**src/rtl/led_pkg.sv**
```systemverilog
// Shared LED constants and helpers, used by the fade driver and the PIO top-level wiring.
package led_pkg;

    localparam int unsigned LED_WIDTH            = 8;
    localparam int unsigned LED_PWM_BITS         = 8;
    localparam int unsigned LED_PRESCALE_DEFAULT = 50000;

    typedef enum logic [1:0] {
        LvlHold,
        LvlInc,
        LvlDec,
        LvlForce
    } lvl_op_e;

    // Counter width for a modulus; a modulus of 1 still needs one storage bit.
    function automatic int unsigned cnt_width(input int unsigned modulus);
        return (modulus > 1) ? $clog2(modulus) : 1;
    endfunction

endpackage

```
**src/rtl/led_fade_channel.sv**
```systemverilog
// One LED channel: saturating brightness level that ramps toward the target, plus a
// registered PWM comparator against the shared PWM counter.
module led_fade_channel
    import led_pkg::*;
#(
    parameter int unsigned PWM_BITS = LED_PWM_BITS
) (
    input  logic                clk,
    input  logic                reset,
    input  logic                target,
    input  logic                step_tick,
    input  logic                bypass,
    input  logic [PWM_BITS-1:0] pwm_cnt,
    output logic                pwm_out,
    output logic                at_target
);

    localparam logic [PWM_BITS-1:0] LevelMax = '1;

    logic [PWM_BITS-1:0] level_q, level_d;
    logic [PWM_BITS-1:0] extreme;
    logic                pwm_q, pwm_d;
    lvl_op_e             op;

    assign extreme = target ? LevelMax : '0;

    // Bypass outranks a step tick in the same cycle.
    always_comb begin
        op = LvlHold;
        if (bypass) begin
            op = LvlForce;
        end else if (step_tick && target && (level_q != LevelMax)) begin
            op = LvlInc;
        end else if (step_tick && !target && (level_q != '0)) begin
            op = LvlDec;
        end
    end

    always_comb begin
        level_d = level_q;
        unique case (op)
            LvlForce: level_d = extreme;
            LvlInc:   level_d = level_q + 1'b1;
            LvlDec:   level_d = level_q - 1'b1;
            default:  level_d = level_q;
        endcase
    end

    // Full level is pinned high so there is no dark cycle when pwm_cnt hits MAX.
    always_comb begin
        pwm_d = 1'b0;
        if (bypass) begin
            pwm_d = target;
        end else if (level_q == '0) begin
            pwm_d = 1'b0;
        end else if (level_q == LevelMax) begin
            pwm_d = 1'b1;
        end else begin
            pwm_d = (level_q > pwm_cnt);
        end
    end

    always_ff @(posedge clk or posedge reset) begin
        if (reset) begin
            level_q <= '0;
            pwm_q   <= 1'b0;
        end else begin
            level_q <= level_d;
            pwm_q   <= pwm_d;
        end
    end

    assign pwm_out   = pwm_q;
    assign at_target = (level_q == extreme);

endmodule

```
**src/rtl/led_fade_driver.sv**
```systemverilog
// LED fade driver: registers the PIO pattern, runs the fade-step prescaler and the PWM
// counter, and fans them out to one fading channel per LED.
module led_fade_driver
    import led_pkg::*;
#(
    parameter int unsigned WIDTH    = LED_WIDTH,
    parameter int unsigned PWM_BITS = LED_PWM_BITS,
    parameter int unsigned PRESCALE = LED_PRESCALE_DEFAULT
) (
    input  logic             clk,
    input  logic             reset,
    input  logic [WIDTH-1:0] led_in,
    input  logic             bypass,
    output logic [WIDTH-1:0] led_out,
    output logic             busy
);

    localparam int unsigned          PsWidth = cnt_width(PRESCALE);
    localparam logic [PsWidth-1:0]   PsLast  = PsWidth'(PRESCALE - 1);

    logic [PsWidth-1:0]  prescale_q, prescale_d;
    logic [PWM_BITS-1:0] pwm_cnt_q, pwm_cnt_d;
    logic [WIDTH-1:0]    target_q;
    logic                busy_q, busy_d;
    logic                step_tick;
    logic [WIDTH-1:0]    chan_pwm;
    logic [WIDTH-1:0]    chan_at_target;

    assign step_tick = (prescale_q == PsLast);

    always_comb begin
        prescale_d = step_tick ? '0 : prescale_q + 1'b1;
        pwm_cnt_d  = pwm_cnt_q + 1'b1;
        busy_d     = |(~chan_at_target);
    end

    always_ff @(posedge clk or posedge reset) begin
        if (reset) begin
            prescale_q <= '0;
            pwm_cnt_q  <= '0;
            target_q   <= '0;
            busy_q     <= 1'b0;
        end else begin
            prescale_q <= prescale_d;
            pwm_cnt_q  <= pwm_cnt_d;
            target_q   <= led_in;
            busy_q     <= busy_d;
        end
    end

    for (genvar i = 0; i < WIDTH; i++) begin : g_chan
        led_fade_channel #(
            .PWM_BITS (PWM_BITS)
        ) u_chan (
            .clk       (clk),
            .reset     (reset),
            .target    (target_q[i]),
            .step_tick (step_tick),
            .bypass    (bypass),
            .pwm_cnt   (pwm_cnt_q),
            .pwm_out   (chan_pwm[i]),
            .at_target (chan_at_target[i])
        );
    end

    assign led_out = chan_pwm;
    assign busy    = busy_q;

endmodule

```
**config.mk**
```make
export PLATFORM = sky130hd
export DESIGN_NAME = led_fade_driver
export DESIGN_NICKNAME = d
export VERILOG_FILES = /design/src/rtl/led_pkg.sv /design/src/rtl/led_fade_channel.sv /design/src/rtl/led_fade_driver.sv
export SDC_FILE = /design/constraint.sdc
export NUM_CORES = 1
export LEC_CHECK = 0
export CAP_MARGIN = 20
export CORE_MARGIN = 2
export CORE_UTILIZATION = 57
export CTS_CLUSTER_DIAMETER = 150
export DETAILED_ROUTE_END_ITERATION = 16
export PLACE_DENSITY_LB_ADDON = 0.3
export SLEW_MARGIN = 20
export SYNTH_ARGS = -nofsm -noshare
export SYNTH_HDL_FRONTEND = slang
export SYNTH_SLANG_ARGS = --single-unit
```
**constraint.sdc**
```tcl
create_clock -name clk -period 8.8 [get_ports clk]
set_input_delay 2.2 -clock clk [delete_from_list [all_inputs] [get_ports clk]]
set_output_delay 2.2 -clock clk [all_outputs]
set_load 0.03 [all_outputs]
```
== Word level (Yosys, flattened, before mapping) ==
Index checks and enable logic that the tools add are counted.

* Add/sub/neg operators: 18
* Magnitude comparators: 8
* Equal/unequal tests: 49
* Multiplexer cells: 65
* Bitwise operators: 1
* Reduce and logical (&&, ||, !) cells: 65

{| class="wikitable"
|+ Operator list
! kind !! count
|-
| $pmux W8 S3 || 8
|-
| $add A8 B1 Y8 const B || 9
|-
| $eq A8 B8 Y1 || 8
|-
| $eq A8 B8 Y1 const B || 8
|-
| $gt A8 B8 Y1 || 8
|-
| $logic_not A8 Y1 || 8
|-
| $mux W8 || 8
|-
| $ne A8 B8 Y1 const B || 8
|-
| $reduce_bool A8 Y1 || 8
|-
| $sub A8 B1 Y8 const B || 8
|-
| $mux W2 || 24
|-
| $eq A2 B2 Y1 const B || 16
|-
| $logic_and A1 B1 Y1 || 32
|-
| $mux W1 || 24
|-
| $reduce_bool A3 Y1 || 8
|-
| $add A16 B1 Y16 const B || 1
|-
| $eq A16 B16 Y1 const B || 1
|-
| $eq A2 B1 Y1 const B || 8
|-
| $mux W16 || 1
|-
| $logic_not A1 Y1 || 8
|-
| $not A8 Y8 || 1
|-
| $reduce_or A8 Y1 || 1
|}

* Bits in registers: 105
* Input port bits: 11
* Output and inout bits: 9
* Logic and storage cells: 226

== Logic depth before layout (Yosys ltp) ==
* Depth in word-level cells: 8
* Mapped depth: 15
* Mapped depth without buffers: 14

== By module ==
A second synthesis with hierarchy kept.

* Cells, all modules: 1,033
* Area, all modules: 9,001.1 um^2

{| class="wikitable"
|+ Modules (own cells, without submodules)
! module !! times used !! cells each !! area each (um^2) !! sequential area each (um^2)
|-
| led_fade_channel at g_chan[0].u_chan ... || 4 || 115 || 960.9 || 225.2
|-
| led_fade_channel at g_chan[4].u_chan ... || 3 || 116 || 955.9 || 225.2
|-
| led_fade_driver || 1 || 106 || 1,311.3 || 825.8
|-
| led_fade_channel at g_chan[2].u_chan || 1 || 119 || 978.4 || 225.2
|}

== Least setup slack after synthesis ==
No wires, ideal clock.

* Path type: input port to flip-flop
* Start point: input port bypass
* End point: register g_chan[2].u_chan.level_q[7]
* Library setup time: 69 ps
* Arrival time: 4,530 ps
* Path slack: 4,201 ps
* Cell stages on the path: 11
* Path through: clkbuf_1 clkbuf_1 a31oi_1 ha_1 ha_1 a21oi_1 o211ai_1 o41ai_2 xnor2_1 or4_1 nand3_1

* Cells in the longest elaborated chain, start to end: 3

{| class="wikitable"
|+ RTL lines
! item !! line !! RTL
|-
| start: declaration || led_fade_driver.sv:13 || <nowiki>input logic bypass,</nowiki>
|-
| $mux W2 * || led_fade_channel.sv:30 || <nowiki>if (bypass) begin</nowiki>
|-
| $eq A2 B2 Y1 / $eq A2 B1 Y1 (equally long branches) || led_fade_channel.sv:41 || <nowiki>unique case (op)</nowiki>
|-
| $pmux W8 S3 / $reduce_bool A3 Y1 (equally long branches) || - ||
|-
| end signal: assignment || led_fade_channel.sv:68 || <nowiki>level_q <= level_d;</nowiki>
|-
| end: declaration || led_fade_channel.sv:20 || <nowiki>logic [PWM_BITS-1:0] level_q, level_d;</nowiki>
|}

Mark *: on every way between the ends. The rest lies on a longest branch, timed or not.
A chain may end at the register's enable or synchronous reset.

== Worst setup path after layout ==
Same ends and word-level chain as after synthesis.

==> results.toml <==
[timing]
worst_pin_slew_ns = 1.01
rsz0062_at_grt = "false"
fin_crit_sh = 0.533
fin_crit_ns = 4.69
relSlewSlack = 0.330
clock_skew_ns = 0.0160
slew_violations = 0
hold_viol = 0
setup_tns_ns = 0
clock.fmax_mhz = 213
setup_viol = 0

[synth]
ys_types = 43
ys.flop_type = "dfrtp_1"
async_flop_share = 1.00
post_synth.cell_area_avg_um2 = 9.12
ys.warnings.count = 0
netlist_area_mm2 = 0.00863
netlist_instances = 946
synth_edf_count = 0
syn_nets = 1095
synth-seq-cells = 105
yosysSeqAreaShare = 0.305

[power]
p_sw_uw = 879
ir_drop_v = 0.000184
p_int_uw = 1260
power_frac_clock = 0.194
netSwitchingFraction = 0.411
combinationalPowerShare = 0.447
p_leak_uw = 0.00430
seqPwrFrac = 0.359
power_density_mw_per_mm2 = 232

[setup_path]
cp_top_family = "buffers and inverters"
rrSetupSlack_ns = 5.20
cp_common_cell = "ha_1"
timing.critical_path.buf_inv = 2
cp_max_fo = 39
path_class = "in2reg"
start_kind = "input port"
path_cells = "clkdlybuf4s50_1, buf_4, a31oi_1, ha_1, ha_1, a21oi_1, o211ai_1, o41ai_2, xnor2_1, or4_1, nand3_1"
crit_path_end_kind = "flip-flop"
cp.depth = 11
max_stage_delay_ns = 0.45
crit_arrival_ns = 4.99
worstPathRequired_ns = 9.10
reg2reg_depth = 14
worst_path_max_delay_cell = "clkdlybuf4s50_1"

[global_route]
antenna_found_initial = 0
grt_pass1_wl_um = 31300
grt_usage = 0.237
grt_max_degree = 76
first_global_vias = 6602
grt-ovfl-total = 0

[layout]
fin_util = 0.631
area_growth_pct = 7.06
seq_area_mm2 = 0.00263
fin_nets = 1098
fill_cells = 1250
diodes = 0
multi_input_comb_area_mm2 = 0.00565
drive_above_1_share = 0.0692

[route]
drt-total-wl_um = 18000
vias = 6808
route.detailed.drc = 0
wl_per_cell_um = 15.8
ant_nets = 0
viasPerCell = 5.98
firstDrtPassIters = 5
drtIter0Drc = 407

[cts]
cts_tree = "built"
clock-sinks = 105
htree_levels = 3
root_buffer = "clkbuf_16"
clk_pin_slew_ns = 0.08
cts_hold_buffers = 0
cts_buffer_depth = 2
clock_latency_ns = 0.37
cts_made_buffers = 9
post_cts_buffers = 0
cts-resized-gates = 0

[floorplan]
dieWidth_um = 127
core_area_mm2 = 0.0146
core.rowCount = 44
io_pins = 20
die_y_um = 127
start_util = 0.589
die_area_mm2 = 0.0161

[status]
status = "completed"

[flow_run]
drv_cap = 0

[worst_hold_path]
whs_path_depth = 1
worstHoldPathType = "reg2reg"

[placement]
hpwlAfterDp_um = 12900
port_buffers = 19
place_congestion = 0.893
[worst reg2reg max path, delay by kind of cell, from the launching register on]
kind	cells	cell delay (ns)
AND/OR/NAND/NOR	5	1.02
AO/OA/AOI/OAI	4	0.78
XOR/XNOR	1	0.12
adder cells (fa/ha/maj)	3	0.90
flip-flops	1	0.37
buffers and inverters	1	0.34
[kinds of logic after synthesis]
group                    count (synthesis)  synth area share
AO/OA/AOI/OAI                          244             0.180
XOR/XNOR                                65            0.0660
adder cells (fa/ha/maj)                138             0.207
buffers and inverters                   86            0.0412
flip-flops                             105             0.305
multiplexers                            26            0.0339
AND/OR/NAND/NOR                        282             0.167
[metal layers]
layer	vias up	wire, um	GRT usage
met5	-	0	0
met1	3218	8690	0.325
met3	19	700	0.0419
met4	0	248	0.0575
li1	3454	-	-
met2	117	8380	0.393
[worst paths after layout]
kind,from,endpoint
worst min register to register,prescale_q[0]$_DFF_PP0_,prescale_q[0]$_DFF_PP0_
max in group asynchronous,reset,g_chan[5].u_chan.level_q[5]$_DFFE_PP0P_
min in group asynchronous,reset,g_chan[1].u_chan.pwm_out$_DFF_PP0_
worst min-delay path,prescale_q[0]$_DFF_PP0_,prescale_q[0]$_DFF_PP0_
worst max-delay path,bypass,g_chan[2].u_chan.level_q[7]$_DFFE_PP0P_
worst max register to register,prescale_q[0]$_DFF_PP0_,g_chan[2].u_chan.level_q[7]$_DFFE_PP0P_
[per-stage QoR]
stage	power (uW)	instance area (um2)	setup WS (ns)	cells	hold slack, ns
3_3_place_gp	1690	8930	3.82	1122	0.444
3_5_place_dp	1720	8930	3.76	1122	0.443
2_1_floorplan	1510	8630	3.84	946	0.424
5_1_grt	2340	9240	3.91	1138	0.464
4_1_cts	2150	9240	4.13	1138	0.454
6_report	2140	9240	4.11	1138	0.454
[power by group through the flow]
stage	clock (uW)	combinational (uW)	sequential, uW
CTS	425	959	764
global placement	0	920	769
global route	443	1100	789
detailed placement	0	953	770
floorplan	0	803	710
finish	415	956	767
[state kept, by name (all words and copies together), names as in the netlist]
name / count
g_chan.u_chan.level_q: 64
target_q: 8
busy: 1
pwm_cnt_q: 8
g_chan.u_chan.pwm_out: 8
prescale_q: 16
[cells in the mapped netlist (23+ instances only)]
| cell | instances | area share |
|---|---|---|
| a21o_1 | 42 | 0.037 |
| a21oi_1 | 63 | 0.037 |
| dfrtp_1 | 105 | 0.30 |
| ha_1 | 130 | 0.19 |
| inv_1 | 54 | 0.023 |
| mux2_2 | 26 | 0.034 |
| nand2_1 | 32 | 0.014 |
| nand3_1 | 32 | 0.019 |
| nand4_1 | 34 | 0.025 |
| nor2_1 | 87 | 0.038 |
| o21ai_0 | 76 | 0.044 |
| or4_1 | 23 | 0.020 |
| xnor2_1 | 27 | 0.027 |
| xor2_1 | 38 | 0.039 |
[layout make-up]
type / count / area share
tap: 184 / 0.0249
clock inverter: 7 / 0.00880
inverter: 56 / 0.0230
sequential: 105 / 0.284
clock buffer: 9 / 0.0244
multi-input combinational: 755 / 0.611
timing repair buffer: 22 / 0.0230
[cell usage in the layout (no fill, tap or decap), drive strengths merged]
cell type	Yosys	routed
or3	1	1
clkdlybuf4s50	0	19
xor2	38	38
clkinv	2	5
ha	130	130
o21ai	76	76
nand4	34	34
nand2	32	32
a2bb2oi	2	2
buf	16	3
clkbuf	14	9
fa	8	8
and2	1	1
dfrtp	105	105
a21o	42	42
a21oi	68	68
or2	4	4
a2111oi	1	1
nand3b	6	6
nand2b	15	15
o211ai	12	12
o21a	6	6
xnor2	27	27
nor4	2	2
and4	1	1
o311ai	2	2
nor2	87	87
nor4b	1	1
o31ai	9	9
nor2b	20	20
a221o	1	1
a31oi	17	17
nor3	19	19
nand3	32	32
mux2	26	26
and3	4	4
o41ai	8	8
inv	54	58
or4	23	23
No activity file was read; power rests on OpenSTA's default activity.
